--- src/rtl/video_pkg.sv ---
// Shared video constants: BT.656 blanking code, default NTSC 4:2:2 raster
// dimensions, the run-state enum and a counter-width helper.
package video_pkg;

   localparam logic [7:0]  BT656_BLANK   = 8'h10;

   localparam int unsigned NTSC_H_ACTIVE = 1440;
   localparam int unsigned NTSC_H_BLANK  = 276;
   localparam int unsigned NTSC_V_ACTIVE = 480;
   localparam int unsigned NTSC_V_BLANK  = 45;

   typedef enum logic {
      IDLE = 1'b0,
      RUN  = 1'b1
   } run_state_e;

   // Bits needed to count 0..n-1, never less than one.
   function automatic int unsigned cnt_width(input int unsigned n);
      return (n < 2) ? 1 : $clog2(n);
   endfunction

endpackage

--- src/rtl/video_timing_gen.sv ---
// Raster position generator: horizontal/vertical counters that free-run while
// run_i is high and sit at (0,0) otherwise, plus decoded region flags.
module video_timing_gen
   import video_pkg::*;
#(
   parameter int unsigned H_ACTIVE = NTSC_H_ACTIVE,
   parameter int unsigned H_BLANK  = NTSC_H_BLANK,
   parameter int unsigned V_ACTIVE = NTSC_V_ACTIVE,
   parameter int unsigned V_BLANK  = NTSC_V_BLANK
) (
   input  logic aclk,
   input  logic aresetn,
   input  logic run_i,
   output logic active_o,
   output logic hblank_o,
   output logic vblank_o,
   output logic frame_end_o
);

   localparam int unsigned H_TOTAL = H_ACTIVE + H_BLANK;
   localparam int unsigned V_TOTAL = V_ACTIVE + V_BLANK;
   localparam int unsigned HW      = cnt_width(H_TOTAL);
   localparam int unsigned VW      = cnt_width(V_TOTAL);

   localparam logic [HW-1:0] H_LAST = HW'(H_TOTAL - 1);
   localparam logic [VW-1:0] V_LAST = VW'(V_TOTAL - 1);
   localparam logic [HW-1:0] H_ACT  = HW'(H_ACTIVE);
   localparam logic [VW-1:0] V_ACT  = VW'(V_ACTIVE);

   logic [HW-1:0] h_cnt_q, h_cnt_d;
   logic [VW-1:0] v_cnt_q, v_cnt_d;

   // Next raster position: advance while running, wrap line then frame.
   always_comb begin
      // NOTE: every comb output gets a default first so no path leaves it unassigned (no latch).
      h_cnt_d = h_cnt_q;
      v_cnt_d = v_cnt_q;
      if (!run_i) begin
         h_cnt_d = '0;
         v_cnt_d = '0;
      end else if (h_cnt_q == H_LAST) begin
         h_cnt_d = '0;
         v_cnt_d = (v_cnt_q == V_LAST) ? '0 : v_cnt_q + 1'b1;
      end else begin
         h_cnt_d = h_cnt_q + 1'b1;
      end
   end

   // Position counters.
   always_ff @(posedge aclk or negedge aresetn) begin
      if (!aresetn) begin
         h_cnt_q <= '0;
         v_cnt_q <= '0;
      end else begin
         // NOTE: state registers use non-blocking assignments so all flops update together.
         h_cnt_q <= h_cnt_d;
         v_cnt_q <= v_cnt_d;
      end
   end

   // Region decode of the current position.
   always_comb begin
      hblank_o    = (h_cnt_q >= H_ACT);
      vblank_o    = (v_cnt_q >= V_ACT);
      active_o    = !hblank_o && !vblank_o;
      frame_end_o = (h_cnt_q == H_LAST) && (v_cnt_q == V_LAST);
   end

endmodule

--- src/rtl/tile_output_buffer.sv ---
// AXI4-Stream to 8-bit video bus: holds one 32-bit word, unpacks it LSB first
// into the active region of a generated raster, and keeps sticky underflow and
// frame-length status. The raster never stalls; a starved slot emits blanking.
module tile_output_buffer
   import video_pkg::*;
#(
   parameter int unsigned H_ACTIVE   = NTSC_H_ACTIVE,
   parameter int unsigned H_BLANK    = NTSC_H_BLANK,
   parameter int unsigned V_ACTIVE   = NTSC_V_ACTIVE,
   parameter int unsigned V_BLANK    = NTSC_V_BLANK,
   parameter logic [7:0]  BLANK_BYTE = BT656_BLANK
) (
   input  logic        aclk,
   input  logic        aresetn,
   input  logic        enable,
   input  logic [31:0] s_axis_tdata,
   input  logic        s_axis_tvalid,
   output logic        s_axis_tready,
   input  logic        s_axis_tlast,
   output logic [7:0]  data_out,
   output logic        hs_out,
   output logic        vs_out,
   output logic        de_out,
   output logic        underflow,
   output logic        frame_err,
   input  logic        clear_status
);

   localparam int unsigned WPF = (H_ACTIVE * V_ACTIVE) / 4;
   localparam int unsigned WW  = cnt_width(WPF);
   localparam logic [WW-1:0] W_LAST = WW'(WPF - 1);

   run_state_e    state_q, state_d;
   logic          run, tready;
   logic          active, hblank, vblank, frame_end;

   logic [31:0]   word_q, word_d;
   logic [1:0]    byte_idx_q, byte_idx_d;
   logic          word_valid_q, word_valid_d;
   logic [WW-1:0] word_cnt_q, word_cnt_d;
   logic [7:0]    data_q, data_d;
   logic          hs_q, hs_d, vs_q, vs_d, de_q, de_d;
   logic          uf_q, uf_d, fe_q, fe_d;
   logic          accept, emit, starve;

   video_timing_gen #(
      .H_ACTIVE (H_ACTIVE),
      .H_BLANK  (H_BLANK),
      .V_ACTIVE (V_ACTIVE),
      .V_BLANK  (V_BLANK)
   ) u_timing (
      .aclk        (aclk),
      .aresetn     (aresetn),
      .run_i       (run),
      .active_o    (active),
      .hblank_o    (hblank),
      .vblank_o    (vblank),
      .frame_end_o (frame_end)
   );

   // Run-state register.
   always_ff @(posedge aclk or negedge aresetn) begin
      if (!aresetn) state_q <= IDLE;
      else          state_q <= state_d;
   end

   // Start on enable; only stop at the last position so a frame always completes.
   always_comb begin
      state_d = state_q;
      case (state_q)
         IDLE: if (enable)                state_d = RUN;
         RUN:  if (frame_end && !enable)  state_d = IDLE;
      endcase
   end

   // Run flag and ready: take a word when empty, or pass-through refill on the last byte.
   always_comb begin
      run    = 1'b0;
      tready = 1'b0;
      if (state_q == RUN) begin
         run    = 1'b1;
         tready = !word_valid_q || (active && (byte_idx_q == 2'd3));
      end
   end

   assign s_axis_tready = tready;
   assign accept        = tready && s_axis_tvalid;
   assign emit          = run && active && word_valid_q;
   assign starve        = run && active && !word_valid_q;

   // Unpacker, word counter, status and registered video outputs.
   always_comb begin
      word_d       = word_q;
      byte_idx_d   = byte_idx_q;
      word_valid_d = word_valid_q;
      word_cnt_d   = word_cnt_q;

      if (emit) begin
         if (byte_idx_q == 2'd3) begin
            byte_idx_d   = 2'd0;
            word_valid_d = 1'b0;
         end else begin
            byte_idx_d   = byte_idx_q + 1'b1;
         end
      end
      if (accept) begin
         word_d       = s_axis_tdata;
         byte_idx_d   = 2'd0;
         word_valid_d = 1'b1;
      end

      if ((state_q == IDLE) && enable)
         word_cnt_d = '0;
      else if (accept)
         word_cnt_d = (word_cnt_q == W_LAST) ? '0 : word_cnt_q + 1'b1;

      data_d = emit ? word_q[8*byte_idx_q +: 8] : BLANK_BYTE;
      de_d   = emit;
      hs_d   = run && hblank;
      vs_d   = run && vblank;

      // Set has priority over a same-cycle clear.
      uf_d = starve ? 1'b1 : (clear_status ? 1'b0 : uf_q);
      fe_d = (accept && (s_axis_tlast != (word_cnt_q == W_LAST))) ? 1'b1
           : (clear_status ? 1'b0 : fe_q);
   end

   // Datapath and output registers.
   always_ff @(posedge aclk or negedge aresetn) begin
      if (!aresetn) begin
         // NOTE: the held word is reset too, so a reset always discards any partially sent word.
         word_q       <= '0;
         byte_idx_q   <= 2'd0;
         word_valid_q <= 1'b0;
         word_cnt_q   <= '0;
         data_q       <= BLANK_BYTE;
         hs_q         <= 1'b0;
         vs_q         <= 1'b0;
         de_q         <= 1'b0;
         uf_q         <= 1'b0;
         fe_q         <= 1'b0;
      end else begin
         word_q       <= word_d;
         byte_idx_q   <= byte_idx_d;
         word_valid_q <= word_valid_d;
         word_cnt_q   <= word_cnt_d;
         data_q       <= data_d;
         hs_q         <= hs_d;
         vs_q         <= vs_d;
         de_q         <= de_d;
         uf_q         <= uf_d;
         fe_q         <= fe_d;
      end
   end

   assign data_out  = data_q;
   assign hs_out    = hs_q;
   assign vs_out    = vs_q;
   assign de_out    = de_q;
   assign underflow = uf_q;
   assign frame_err = fe_q;

endmodule
--- config.mk ---
export PLATFORM = sky130hd
export DESIGN_NAME = tile_output_buffer
export DESIGN_NICKNAME = d
export VERILOG_FILES = /design/src/rtl/video_pkg.sv /design/src/rtl/video_timing_gen.sv /design/src/rtl/tile_output_buffer.sv
export SDC_FILE = /design/constraint.sdc
export NUM_CORES = 1
export LEC_CHECK = 0
export CORE_MARGIN = 2
export CORE_UTILIZATION = 60
export CTS_BUF_LIST = sky130_fd_sc_hd__clkbuf_16
export DETAILED_ROUTE_END_ITERATION = 10
export MAX_ROUTING_LAYER = met4
export PLACE_DENSITY = 0.85
export SLEW_MARGIN = 20
export SYNTH_ARGS = -nofsm -noshare
export SYNTH_HDL_FRONTEND = slang
export SYNTH_HIERARCHICAL = 1
export SYNTH_SLANG_ARGS = --single-unit
--- constraint.sdc ---
create_clock -name aclk -period 3.5 [get_ports aclk]
set_input_delay 0.7 -clock aclk [delete_from_list [all_inputs] [get_ports aclk]]
set_output_delay 0.7 -clock aclk [all_outputs]
set_load 0.02 [all_outputs]
==> tab_implementation.tex <==
\begin{tabular}{lr}
\hline
Metric & Value \\
\hline
\multicolumn{2}{l}{\textbf{Worst setup path}} \\
Endpoint class of the critical path & output port \\
RR Endpoint & word\_cnt\_q[15] \\
Worst setup endpoint & s\_axis\_tready \\
Biggest fanout along the worst timing path & 6 \\
Source of the worst register-to-register timing path & u\_timing/h\_cnt\_q[7] \\
Arrival @ worst endpoint & 2.32 ns \\
Type of the worst setup path & register to output port \\
FF-to-FF path depth & 9 \\
Worst-case register-to-register setup slack & 1.09 ns \\
Worst setup path startpoint & u\_timing/h\_cnt\_q[7] \\
Kind of launch point of the worst setup path & register \\
Critical Path RT & 2.80 ns \\
\multicolumn{2}{l}{\textbf{Global route}} \\
Number of antenna violations at the first check in global routing & 0 \\
Pin count of the biggest net entering global routing & 47 \\
Overall Global Routing Usage & 27.4\% \\
Via count of the first global-routing pass & 3,365 \\
Leftover overflow at the end of global routing & 0 \\
Wire length of the first global-routing pass & 15.8 mm \\
\multicolumn{2}{l}{\textbf{Route}} \\
DR pass1 iterations & 4 \\
DRC violation count after routing & 0 \\
Overall routed net length & 9.46 mm \\
Number of violations reported at the end of detailed-routing iteration 0 & 195 \\
Antenna viol nets, final & 0 \\
Via/cell ratio & 5.76 \\
Routed length on met1 & 3.77 mm \\
WL met2 & 4.88 mm \\
Vias & 3,378 \\
Met3 Wirelength & 510 µm \\
Top routing layer used & met4 \\
Routed length per instance & 16.1 µm \\
\multicolumn{2}{l}{\textbf{Placement}} \\
Port-buffer cells & 51 \\
Placed Instance Area & 4900 µm² \\
Sum of net half-perimeters after detailed placement & 6.39 mm \\
Number of cells in the design after placement & 570 \\
Final weighted congestion in routability-driven placement & 0.878 \\
\multicolumn{2}{l}{\textbf{Synthesis}} \\
Yosys reg bits & 88 \\
Synthesized cell area & 4300 µm² \\
Cell count after synthesis & 431 \\
Share of async-settable or async-resettable flops after synthesis & 100\% \\
Distinct cell type count of the synthesized netlist & 60 \\
Most used flip-flop cell after synthesis & sky130\_fd\_sc\_hd\_\_dfrtp\_1 \\
Mapped Nets & 475 \\
Sequential share of the synthesized area & 51.2\% \\
Yosys warns & 6 \\
Mean Syn Cell Area & 9.98 µm² \\
Count of flip-flops with a built-in enable after synthesis & 0 \\
\multicolumn{2}{l}{\textbf{Cells and area}} \\
Fraction of final layout cells with drive strength greater than 1 & 12.0\% \\
Fraction of the core area covered by cells at the end of the flow & 75.7\% \\
Area of the multi-input gates & 1970 µm² \\
Number of nets at the end of the flow & 529 \\
FF+latch area & 2200 µm² \\
Growth of design area from synthesis to finish & 20.9\% \\
Final non-filler cell total & 586 \\
Cell area after layout & 5200 µm² \\
Most common cell after layout, fill and taps aside & sky130\_fd\_sc\_hd\_\_nand2\_1 \\
Number of inserted diodes & 0 \\
Commonest cells after routing, fill and taps aside & sky130\_fd\_sc\_hd\_\_nand2\_1, sky130\_fd\_sc\_hd\_\_dfrtp\_1, sky130\_fd\_sc\_hd\_\_clkdlybuf4s50\_1, sky130\_fd\_sc\_hd\_\_nor2\_1, sky130\_fd\_sc\_hd\_\_nand3\_1 \\
Number of fillers in the final layout & 457 \\
\multicolumn{2}{l}{\textbf{Run}} \\
Count of maximum capacitance violations & 0 \\
\multicolumn{2}{l}{\textbf{Power and ir drop}} \\
Power per Cell Area & 701 nW/µm² \\
Worst vdd rail ir drop & 443 µV \\
Leakage power & 2.38 nW \\
\multicolumn{2}{l}{\textbf{STA}} \\
Final-layout setup total negative slack & 0 ns \\
Final Max Tran Viols & 0 \\
Post-route clock skew & 0.00859 ns \\
Achievable Freq & 0.332 GHz \\
Measured slew at the worst slew-check pin & 0.761 ns \\
Final hold violations & 0 \\
Minimum clock period after layout & 3.02 ns \\
Final worst hold slack & 0.327 ns \\
Slew Limit Headroom & 49.2\% \\
Setup repair after global routing missed its margin & no \\
Final period utilization & 86.2\% \\
Setup-violating endpoint count in the final report & 0 \\
\multicolumn{2}{l}{\textbf{Status}} \\
Run status & completed \\
\multicolumn{2}{l}{\textbf{Clock network}} \\
Maximum clock path buffer count & 2 \\
Count of buffers added by post-CTS timing repair for setup & 0 \\
Clock root buffer & sky130\_fd\_sc\_hd\_\_clkbuf\_16 \\
Number of sinks driven by the clock tree & 88 \\
CTS Buf Count & 9 \\
Quantity of hold-fixing buffers added after cts & 0 \\
Insertion delay of the later-clocked pin in the worst-skew pair & 0.34 ns \\
Maximum level of the CTS H-tree & 3 \\
Clock transition at the registers of the reported paths & 0.07 ns \\
CTS tree & yes \\
Resized cells post-CTS & 0 \\
\multicolumn{2}{l}{\textbf{Floorplan}} \\
I/O pin count & 52 \\
Initial core utilization & 62.6\% \\
Std cell rows & 30 \\
Die outline height & 88.7 µm \\
Die outline area & 7870 µm² \\
Core outline area & 6870 µm² \\
Width of the die & 88.7 µm \\
\multicolumn{2}{l}{\textbf{Worst hold path}} \\
Worst hold path type & primary input to asynchronous set/reset pin \\
\hline
\end{tabular}
==> cells in the mapped netlist (3+ instances only) <==
| master | count | area (µm²) |
|---|---|---|
| sky130_fd_sc_hd__nand2_1 | 121 | 454 |
| sky130_fd_sc_hd__dfrtp_1 | 87 | 2180 |
| sky130_fd_sc_hd__nor2_1 | 32 | 120 |
| sky130_fd_sc_hd__nand3_1 | 20 | 100 |
| sky130_fd_sc_hd__inv_1 | 15 | 56.3 |
| sky130_fd_sc_hd__xor2_1 | 13 | 114 |
| sky130_fd_sc_hd__a31oi_1 | 9 | 56.3 |
| sky130_fd_sc_hd__nor2b_1 | 9 | 56.3 |
| sky130_fd_sc_hd__mux4_2 | 8 | 180 |
| sky130_fd_sc_hd__nand4_1 | 8 | 50.1 |
| sky130_fd_sc_hd__nor3_1 | 7 | 35.0 |
| sky130_fd_sc_hd__o21ai_0 | 7 | 35.0 |
| sky130_fd_sc_hd__ha_1 | 6 | 75.1 |
| sky130_fd_sc_hd__xnor2_1 | 6 | 52.6 |
| sky130_fd_sc_hd__buf_2 | 5 | 25.0 |
| sky130_fd_sc_hd__clkbuf_1 | 5 | 18.8 |
| sky130_fd_sc_hd__nand2_2 | 5 | 31.3 |
| sky130_fd_sc_hd__or3_1 | 5 | 31.3 |
| sky130_fd_sc_hd__a21oi_1 | 4 | 20.0 |
| sky130_fd_sc_hd__and2_1 | 4 | 25.0 |
| sky130_fd_sc_hd__and3_1 | 4 | 25.0 |
| sky130_fd_sc_hd__nor3_2 | 3 | 30.0 |
| sky130_fd_sc_hd__o211ai_1 | 3 | 22.5 |
==> critical path: stages (launching register included) <==
cell,delay (ns)
sky130_fd_sc_hd__dfrtp_1,0.46
sky130_fd_sc_hd__nand2_1,0.12
sky130_fd_sc_hd__nor2_1,0.06
sky130_fd_sc_hd__o21a_1,0.17
sky130_fd_sc_hd__nor2_1,0.27
sky130_fd_sc_hd__a21boi_2,0.16
sky130_fd_sc_hd__nor2b_1,0.13
sky130_fd_sc_hd__clkdlybuf4s50_1,0.61
==> worst min path at each step <==
stage                          endpoint  slack [ns]  depth (start not counted)
floorplan                 byte_idx_q[0]        0.40                          0
global placement             word_q[14]        0.45                          2
detailed placement           word_q[19]        0.46                          2
CTS                 u_timing/h_cnt_q[1]        0.34                          1
global route        u_timing/h_cnt_q[1]        0.37                          1
finish              u_timing/v_cnt_q[3]        0.33                          1
==> kinds of logic (layout without fill, tap and decap cells) <==
logic type                 Yosys count  after routing  synth area share [%]
and+or+nand+nor                    239            239                  28.4
DFF                                 88             88                  51.2
xor gates and xnor gates            19             19                  3.87
muxes                               10             10                  4.65
AOI/OAI and AO/OA                   41             41                  7.15
buffers and inverters               28             87                  2.94
adders and majority gates            6              6                  1.74
==> power breakdown <==
group          internal (mW)  switching, mW  leakage, nW  total, mW
Sequential              1.33          0.218         1.13       1.54
Combinational          0.537          0.590         1.11       1.13
Clock                  0.562          0.412        0.147      0.974
Total                   2.43           1.22         2.38       3.65
==> cell type report <==
cell class	count	area share, %
flip-flops and latches	88	42.4
well taps	96	2.31
clock inverters	7	1.49
repair buffers	56	10.5
inverters	15	1.08
multi-input cells	315	37.9
clock buffers	9	4.33
==> registers in the layout (all words and copies together) (netlist names) <==
signal and cells:
data_out 8, frame_err 1, vs_out 1, byte_idx_q 2, state_q 1, u_timing/v_cnt_q 10, word_q 32, underflow 1
word_cnt_q 18, u_timing/h_cnt_q 11, de_out 1, word_valid_q 1, hs_out 1
==> layer usage <==
metal / GRT usage, % / up-vias
met4: 13.5 / 0
met2: 43.9 / 134
met3: 3.82 / 26
li1: - / 1572
met1: 34.4 / 1646
met5: - / -
==> metrics by stage <==
stage,power [mW],setup slack [ns]
5_1_grt,3.86,0.386
3_3_place_gp,2.60,0.926
2_1_floorplan,2.29,1.43
6_report,3.65,0.484
4_1_cts,3.67,0.482
3_5_place_dp,2.67,0.852
Note: power is estimated with default switching activity, not from simulation.
